$ cat config.mk
export PLATFORM = sky130hd
export DESIGN_NAME = kernel_bc_fifo_wr_arb_flat
export DESIGN_NICKNAME = d
export VERILOG_FILES = /design/src/rtl/kernel_bc_fifo_wr_arb_if.sv /design/src/rtl/kernel_bc_fifo_wr_arb.sv /design/src/flat_wrapper.sv
export SDC_FILE = /design/constraint.sdc
export NUM_CORES = 1
export LEC_CHECK = 0
export ABC_AREA = 1
export BUFFER_PORTS_ARGS = -buffer_cell sky130_fd_sc_hd__buf_2
export CORE_MARGIN = 10
export CORE_UTILIZATION = 45
export DETAILED_ROUTE_END_ITERATION = 12
export HOLD_SLACK_MARGIN = 0.03
export PLACE_DENSITY = 0.78
export SLEW_MARGIN = 20
export SYNTH_ARGS = -nofsm -noshare
export SYNTH_HDL_FRONTEND = slang
export SYNTH_SLANG_ARGS = --single-unit
export TNS_END_PERCENT = 30
$ cat constraint.sdc
create_clock -name clk -period 4.35 [get_ports clk]
set_clock_uncertainty 0.2 [all_clocks]
set_input_delay 0.87 -clock clk [delete_from_list [all_inputs] [get_ports clk]]
set_output_delay 0.87 -clock clk [all_outputs]
set_load 0.1 [all_outputs]
$ cat src/rtl/kernel_bc_fifo_wr_arb_if.sv
// Shared-FIFO write arbiter bus: per-producer write/full_n handshakes plus the FIFO write port.
interface kernel_bc_fifo_wr_arb_if #(
    parameter int unsigned DATA_WIDTH = 32,
    parameter int unsigned NUM_REQ    = 4,
    parameter int unsigned REQ_BITS   = 2
);
    logic [NUM_REQ-1:0]            req_write;
    logic [NUM_REQ*DATA_WIDTH-1:0] req_din;
    logic [NUM_REQ-1:0]            req_full_n;
    logic                          fifo_write;
    logic [DATA_WIDTH-1:0]         fifo_din;
    logic                          fifo_full_n;
    logic [REQ_BITS-1:0]           grant_src;
    logic                          busy;

    // Producers and FIFO side (testbench / surrounding datapath)
    modport master (
        output req_write, req_din, fifo_full_n,
        input  req_full_n, fifo_write, fifo_din, grant_src, busy
    );

    // Arbiter side
    modport slave (
        input  req_write, req_din, fifo_full_n,
        output req_full_n, fifo_write, fifo_din, grant_src, busy
    );
endinterface

$ cat src/rtl/kernel_bc_fifo_wr_arb.sv
// Burst-limited round-robin arbiter sharing one FIFO write port among NUM_REQ producers.
module kernel_bc_fifo_wr_arb #(
    parameter int unsigned DATA_WIDTH = 32,
    parameter int unsigned NUM_REQ    = 4,
    parameter int unsigned REQ_BITS   = 2,
    parameter int unsigned MAX_BURST  = 4
) (
    input  logic                   clk,
    input  logic                   reset,
    kernel_bc_fifo_wr_arb_if.slave bus
);
    localparam logic [3:0] MAX_B = 4'(MAX_BURST);

    typedef enum logic [0:0] {ST_IDLE, ST_OWNED} state_t;

    state_t                state_q, state_d;
    logic [REQ_BITS-1:0]   own_q, own_d;
    logic [REQ_BITS-1:0]   ptr_q, ptr_d;
    logic [3:0]            bcnt_q, bcnt_d;
    logic                  out_valid_q, out_valid_d;
    logic [DATA_WIDTH-1:0] out_data_q, out_data_d;
    logic [REQ_BITS-1:0]   out_src_q, out_src_d;
    logic                  busy_q, busy_d;

    logic                  can_accept;
    logic                  grant;
    logic                  scan;
    logic                  found;
    logic [REQ_BITS-1:0]   scan_base;
    logic [REQ_BITS-1:0]   idx;
    logic [REQ_BITS-1:0]   gidx;
    logic [NUM_REQ-1:0]    req_full_n_c;

    // Producer index arithmetic modulo NUM_REQ; both operands are below NUM_REQ.
    function automatic logic [REQ_BITS-1:0] wrap_add(input logic [REQ_BITS-1:0] base,
                                                     input int unsigned off);
        int unsigned s;
        s = 32'(base) + off;
        if (s >= NUM_REQ) s = s - NUM_REQ;
        return REQ_BITS'(s);
    endfunction

    // Next-state, grant selection and output-register update.
    always_comb begin
        state_d     = state_q;
        own_d       = own_q;
        ptr_d       = ptr_q;
        bcnt_d      = bcnt_q;
        out_valid_d = out_valid_q;
        out_data_d  = out_data_q;
        out_src_d   = out_src_q;
        grant       = 1'b0;
        scan        = 1'b0;
        found       = 1'b0;
        scan_base   = ptr_q;
        idx         = '0;
        gidx        = '0;

        can_accept = ~out_valid_q | bus.fifo_full_n;

        if (can_accept) begin
            if (state_q == ST_OWNED) begin
                if (bus.req_write[own_q]) begin
                    grant  = 1'b1;
                    gidx   = own_q;
                    bcnt_d = bcnt_q + 4'd1;
                    if (bcnt_d == MAX_B) begin
                        ptr_d   = wrap_add(own_q, 1);
                        state_d = ST_IDLE;
                    end
                end else begin
                    // Owner released early: rescan from the next index this same cycle.
                    ptr_d     = wrap_add(own_q, 1);
                    scan_base = wrap_add(own_q, 1);
                    state_d   = ST_IDLE;
                    scan      = 1'b1;
                end
            end else begin
                scan = 1'b1;
            end

            if (scan) begin
                for (int unsigned i = 0; i < NUM_REQ; i++) begin
                    idx = wrap_add(scan_base, i);
                    if (!found && bus.req_write[idx]) begin
                        found = 1'b1;
                        gidx  = idx;
                    end
                end
                if (found) begin
                    grant  = 1'b1;
                    bcnt_d = 4'd1;
                    own_d  = gidx;
                    if (MAX_BURST == 1) begin
                        state_d = ST_IDLE;
                        ptr_d   = wrap_add(gidx, 1);
                    end else begin
                        state_d = ST_OWNED;
                    end
                end
            end
        end

        if (grant) begin
            out_valid_d = 1'b1;
            out_data_d  = bus.req_din[gidx*DATA_WIDTH +: DATA_WIDTH];
            out_src_d   = gidx;
        end else if (out_valid_q && bus.fifo_full_n) begin
            out_valid_d = 1'b0;
        end

        busy_d = out_valid_d | (state_d == ST_OWNED);

        req_full_n_c = '0;
        if (grant && reset) req_full_n_c[gidx] = 1'b1;
    end

    // State and output registers; async active-low reset.
    always_ff @(posedge clk or negedge reset) begin
        if (!reset) begin
            state_q     <= ST_IDLE;
            own_q       <= '0;
            ptr_q       <= '0;
            bcnt_q      <= '0;
            out_valid_q <= 1'b0;
            out_data_q  <= '0;
            out_src_q   <= '0;
            busy_q      <= 1'b0;
        end else begin
            state_q     <= state_d;
            own_q       <= own_d;
            ptr_q       <= ptr_d;
            bcnt_q      <= bcnt_d;
            out_valid_q <= out_valid_d;
            out_data_q  <= out_data_d;
            out_src_q   <= out_src_d;
            busy_q      <= busy_d;
        end
    end

    assign bus.req_full_n = req_full_n_c;
    assign bus.fifo_write = out_valid_q;
    assign bus.fifo_din   = out_data_q;
    assign bus.grant_src  = out_src_q;
    assign bus.busy       = busy_q;
endmodule
$ cat src/flat_wrapper.sv
// flat-port wrapper written by rule: the top's interface ports become plain ports
module kernel_bc_fifo_wr_arb_flat 
#(
    parameter int unsigned DATA_WIDTH = 32,
    parameter int unsigned NUM_REQ    = 4,
    parameter int unsigned REQ_BITS   = 2,
    parameter int unsigned MAX_BURST  = 4
)
  (clk, reset, bus_req_write, bus_req_din, bus_fifo_full_n, bus_req_full_n, bus_fifo_write, bus_fifo_din, bus_grant_src, bus_busy);
  kernel_bc_fifo_wr_arb_if #(.DATA_WIDTH(DATA_WIDTH), .NUM_REQ(NUM_REQ), .REQ_BITS(REQ_BITS)) bus_i ();
  input  logic clk;
  input  logic reset;
  input wire logic [$bits(bus_i.req_write)-1:0] bus_req_write;
  input wire logic [$bits(bus_i.req_din)-1:0] bus_req_din;
  input wire logic [$bits(bus_i.fifo_full_n)-1:0] bus_fifo_full_n;
  output wire logic [$bits(bus_i.req_full_n)-1:0] bus_req_full_n;
  output wire logic [$bits(bus_i.fifo_write)-1:0] bus_fifo_write;
  output wire logic [$bits(bus_i.fifo_din)-1:0] bus_fifo_din;
  output wire logic [$bits(bus_i.grant_src)-1:0] bus_grant_src;
  output wire logic [$bits(bus_i.busy)-1:0] bus_busy;
  assign bus_i.req_write = bus_req_write;
  assign bus_i.req_din = bus_req_din;
  assign bus_i.fifo_full_n = bus_fifo_full_n;
  assign bus_req_full_n = bus_i.req_full_n;
  assign bus_fifo_write = bus_i.fifo_write;
  assign bus_fifo_din = bus_i.fifo_din;
  assign bus_grant_src = bus_i.grant_src;
  assign bus_busy = bus_i.busy;
  kernel_bc_fifo_wr_arb #(.DATA_WIDTH(DATA_WIDTH), .NUM_REQ(NUM_REQ), .REQ_BITS(REQ_BITS), .MAX_BURST(MAX_BURST)) u_core (.clk(clk), .reset(reset), .bus(bus_i));
endmodule
# Word level (Yosys, flattened, before mapping)
# Cells that the tools add are included.
totals:
  wordCells: 118
  ram_bits: 0
  latch_bits: 0
  register_bits: 45
  romBits: 0
  memories: 0
op_classes:
  mul: 0
  bitwise_logic: 3
  muxes: 71
  n_shift: 1
  div_mod_pow: 0
  add_sub_neg: 10
  reduce_logical: 11
  n_eq_ne: 2
  magnitude_cmp: 12
ops:
  columns: ["op", "count"]
  rows:
  - ["128-bit by 8-bit variable part select with 32-bit output", 1]
  - ["2-bit 2-to-1 mux", 26]
  - ["1-bit 2-to-1 mux", 34]
  - ["4-bit 2-to-1 mux", 5]
  - ["2-bit by 3-bit < comparator with 1-bit output (second input constant)", 6]
  - ["3-bit >= comparator (second input constant)", 4]
  - ["1-bit binary-select mux with 2-bit select", 5]
  - ["2-bit by 1-bit subtractor with 2-bit output (second input constant)", 5]
  - ["2-bit by 1-bit adder with 3-bit output (second input constant)", 2]
  - ["2-bit by 2-bit adder with 3-bit output (second input constant)", 2]
  - ["1-bit logical AND", 6]
  - ["3-bit AND reduction", 2]
  - ["4-bit by 1-bit adder with 4-bit output (second input constant)", 1]
  - ["4-bit by 3-bit equality test with 1-bit output (second input constant)", 1]
  - ["2-bit by 3-bit >= comparator with 1-bit output (second input constant)", 1]
  - ["1-bit zero test", 3]
  - ["1-bit demux with 2-bit select", 1]
  - ["2-bit by 1-bit >= comparator with 1-bit output (second input constant)", 1]
  - ["2-bit inequality test (second input constant)", 1]
  - ["1-bit bitwise OR", 2]
  - ["1-bit NOT", 1]

# Longest topological paths before layout
logic_depth:
  ltp_word: 35
  ltp_mapped: 25

# Worst setup path before layout
# OpenSTA, ideal clock, no wires.
synth_path:
  path_kind: "input-to-output"
  start: "input port bus_req_write[1]"
  end: "output port bus_req_full_n[1]"
  stages: 18
  arrival_ns: 4.571
  t_required_ns: 3.280
  setup_slack_ns: -1.291
  path_cell_list: "inv_1 > nand2_1 > nand3_4 > nand3_4 > nand2_1 > nand2_2 > buf_6 > nand2_1 > nand2_2 > nand2_1 > nand2_2 > nand3_1 > nor2_2 > nor2_1 > buf_2 > buf_2 > nand2_1 > nor3_1"
synth_via:
  elab_chain_len: 34
  elab_cells_between_ends: 77
synth_lines:
  columns: ["element", "line_no", "source"]
  rows:
  - ["from (decl)", "flat_wrapper.sv:13", "input wire logic [$bits(bus_i.req_write)-1:0] bus_req_write;"]
  - ["1-bit binary-select mux with 2-bit select", "kernel_bc_fifo_wr_arb.sv:63", "if (bus.req_write[own_q]) begin"]
  - ["1-bit 2-to-1 mux (implied by the code)", "kernel_bc_fifo_wr_arb.sv:63", null]
  - ["2-bit 2-to-1 mux", "kernel_bc_fifo_wr_arb.sv:63", null]
  - ["2-bit 2-to-1 mux", "kernel_bc_fifo_wr_arb.sv:62", "if (state_q == ST_OWNED) begin"]
  - ["2-bit 2-to-1 mux", "kernel_bc_fifo_wr_arb.sv:61", "if (can_accept) begin"]
  - ["2-bit by 3-bit >= comparator with 1-bit output or 2-bit by 1-bit subtractor with 2-bit output (tied branches)", "kernel_bc_fifo_wr_arb.sv:39", "if (s >= NUM_REQ) s = s - NUM_REQ;"]
  - ["2-bit 2-to-1 mux", "kernel_bc_fifo_wr_arb.sv:39", null]
  - ["2-bit 2-to-1 mux", "kernel_bc_fifo_wr_arb.sv:82", "if (scan) begin"]
  - ["[... 18 more ...]", null, null]
  - ["2-bit 2-to-1 mux or 1-bit 2-to-1 mux (tied branches)", "kernel_bc_fifo_wr_arb.sv:85", "if (!found && bus.req_write[idx]) begin"]
  - ["2-bit 2-to-1 mux or 1-bit 2-to-1 mux (tied branches)", "kernel_bc_fifo_wr_arb.sv:82", null]
  - ["2-bit 2-to-1 mux or 1-bit 2-to-1 mux (tied branches)", "kernel_bc_fifo_wr_arb.sv:61", null]
  - ["2-bit by 3-bit < comparator with 1-bit output (implied by the code), or another cell as far along", "kernel_bc_fifo_wr_arb.sv:115", "if (grant && reset) req_full_n_c[gidx] = 1'b1;"]
  - ["1-bit logical AND (implied by the code) or 1-bit 2-to-1 mux (tied branches)", "kernel_bc_fifo_wr_arb.sv:115, kernel_bc_fifo_wr_arb.sv:82", null]
  - ["1-bit 2-to-1 mux (on tied branches)", "kernel_bc_fifo_wr_arb.sv:115, kernel_bc_fifo_wr_arb.sv:61", null]
  - ["1-bit demux with 2-bit select or 1-bit logical AND (tied branches)", null, null]
  - ["4-bit 2-to-1 mux (*)", "kernel_bc_fifo_wr_arb.sv:115", null]
  - ["to (decl)", "flat_wrapper.sv:16", "output wire logic [$bits(bus_i.req_full_n)-1:0] bus_req_full_n;"]
# Mark *: on every way between the ends. The rest lies on a longest branch, timed or not. The select of a mux whose other input is x is not followed.

# Worst setup path after layout
layout_path:
  start: "input port bus_req_write[0]"
  end: "output port bus_req_full_n[1]"
# The elaborated chain is that of the path after synthesis.

==> flow_summary.ini <==
[status]
outcome = completed

[routing]
routed.top_layer = met4
viasPerCell = 5.36
vias = 4229
final_antenna_net_count = 0
drc = 0
wl_per_cell_um = 16.0
dr_wl_met3_um = 927
drt-met1-wl_um = 5020
wl_um = 12600
wl_met2_um = 6530
dr.pass1.iters = 5
drt_iter0_drc = 204

[worst_hold_path]
hold_path_class = reg -> reg

[sta]
timing.final.ws_setup_ns = 0.179
setup_viol_count_final = 0
drv_slew = 0
timing.fmax_mhz = 240
slew_headroom_pct = 43.6
finalCriticalPeriod_ns = 4.17
hold_viol = 0
tightest_slew_ns = 0.846
min_period_over_period_pct = 95.9

[synthesis]
yosys-top-cells-count = 124 x nand3_1, 105 x nand2_1, 101 x nor2_1, 45 x dfrtp_1, 37 x nand4_1
synth_ff_type = dfrtp_1
synth_area_leaders = dfrtp_1 31%, nand3_1 17%, nand2_1 11%
async_flop_share_pct = 100
synth_fp_nets = 666
yosysUniqueCellTypes = 29
synth-seq-cells = 45
ys_warn_count = 0
syn_area_mm2 = 0.00363
yosysMostFrequentCell = nand3_1
syn_avg_cell_area_um2 = 6.86
syn_inst = 530
yosysTopAreaCell = dfrtp_1
synth_edf_count = 0
seq_area_frac_synth_pct = 31.0
synth_top_area_share_pct = 31.0

[final_layout]
drive_gt1_share_pct = 37.0
syn_to_final_growth_pct = 28.5
diodes = 0
layout.nets = 822

[global_route]
grt_first_pass_wirelength_um = 19000
grt_pass1_vias = 3866
grt_usage_pct = 19.0
antenna_found_initial = 0
overflow = 0
grt_max_degree = 87

[floorplanning]
die_w_um = 110
coreArea_mm2 = 0.00781
dieHeight_um = 110
die-area_mm2 = 0.0121
rows = 32
start_util_pct = 46.5
io_pins = 175

[critical_path]
critPathArrivalTime_ns = 3.10
rrSetupSlack_ns = 0.86
critPathKind = in -> out
critPathLaunchType = input pin
end_kind = output pin
required_ns = 3.28
crit_fanout = 6

[job]
drv_cap = 0

[clock_tree]
cts_root_buf = clkbuf_8
cts_sinks = 45
hold_buffers = 0
clkTransAtPathRegs_ns = 0.08
clockBufferDepth = 2
numCtsBuffers = 5
htree_levels = 2
clk_latency_ns = 0.29
cts_tree = done

[placed_design]
pre_cts_ws_ns = 0.220
io_buffers = 174
gp_congestion = 0.923
place.detailed.hpwl_um = 9700
## kinds of logic (layout without fill, tap and decap cells)
group / Yosys count / in the layout / share of synthesized area, %
adder cells (fa/ha/maj): 1 / 1 / 0.344
flip-flops: 45 / 45 / 31.0
XOR/XNOR: 4 / 4 / 0.964
AO/OA/AOI/OAI: 11 / 11 / 1.76
AND/OR/NAND/NOR: 411 / 412 / 55.5
buffers and inverters: 58 / 214 / 10.4
## registers in the layout, summed over array words and instances, names as in the netlist
register and flops:
u_core.bus.fifo_din 32, u_core.bus.fifo_write 1, u_core.ptr_q 2, u_core.bus.busy 1, u_core.bus.grant_src 2, u_core.own_q 2
u_core.bcnt_q 4, u_core.state_q 1
## routing by layer
layer	vias to the layer above	global-route usage (%)
met1	1967	24.1
met4	0	4.28
met3	10	3.34
met5	-	0
li1	2091	-
met2	161	32.9
## critical path: stages
cell and delay (ns):
buf_2 0.12, inv_1 0.10, nand2_2 0.08, nand3_4 0.12, nand4_1 0.21, nand2_4 0.17, nand2_1 0.08, nand2_2 0.10
nand2_1 0.08, nand2_2 0.12, nand4_2 0.10, nand2_1 0.07, nand2_1 0.06, nand2_2 0.11, nand2_1 0.07, nand2_2 0.15
nand2_4 0.09, nor3_4 0.20, buf_12 0.20
## placed cells by master (no fill, tap or decap), types with 4 or more instances in the layout
cell      count
buf_2       170
nand3_1     123
nand2_4       4
o21ai_0       8
nand2_2      16
buf_4        16
nand2_1     100
inv_1        12
clkbuf_8      5
nor2_1       99
dfrtp_1      45
nand3_2      21
nand4_1      37
buf_12        4
## worst paths after layout
check,start,to,cells after the start
worst min-delay path,u_core.bus.grant_src[0]$_DFFE_PN0P_,u_core.bus.grant_src[0]$_DFFE_PN0P_,2
max in group asynchronous,reset,u_core.bus.fifo_din[22]$_DFFE_PN0P_,2
worst max-delay path,bus_req_write[0],bus_req_full_n[1],19
min in group asynchronous,reset,u_core.bus.fifo_write$_DFF_PN0_,2
worst max register to register,u_core.own_q[0]$_DFFE_PN0P_,u_core.bus.fifo_din[14]$_DFFE_PN0P_,20
worst min register to register,u_core.bus.grant_src[0]$_DFFE_PN0P_,u_core.bus.grant_src[0]$_DFFE_PN0P_,2
## stage by stage
stage                     std cells  setup TNS, ns  hold WS [ns]  utilization [%]  area, um2
after floorplan                 530         -0.637         0.272                -       3670
after global placement          775              0         0.263             57.8       4510
after detailed placement        775              0         0.274             57.8       4510
after CTS                       783              0         0.296             58.8       4590
after global routing            789        -0.0288         0.328             59.8       4670
final                           789              0         0.304             59.8       4670
## timing repair
| action | 4_1_cts | 5_1_grt |
|---|---|---|
| setup endpoints to repair | 0 | 4 |
| gates resized for setup | 0 | 10 |
| buffers inserted | 0 | 5 |
## cell type report
class                      instances  area, um2
sequential                        45       1130
clock buffer                       6       72.6
fill                             767       3140
clock inverter                     2       10.0
tap                              102        128
multi-input combinational        428       2220
inverter                          16       62.6
timing repair buffer             190       1050
Power is not shown: default switching activity piles up to over one toggle a cycle in this logic, so the estimate is an artifact.
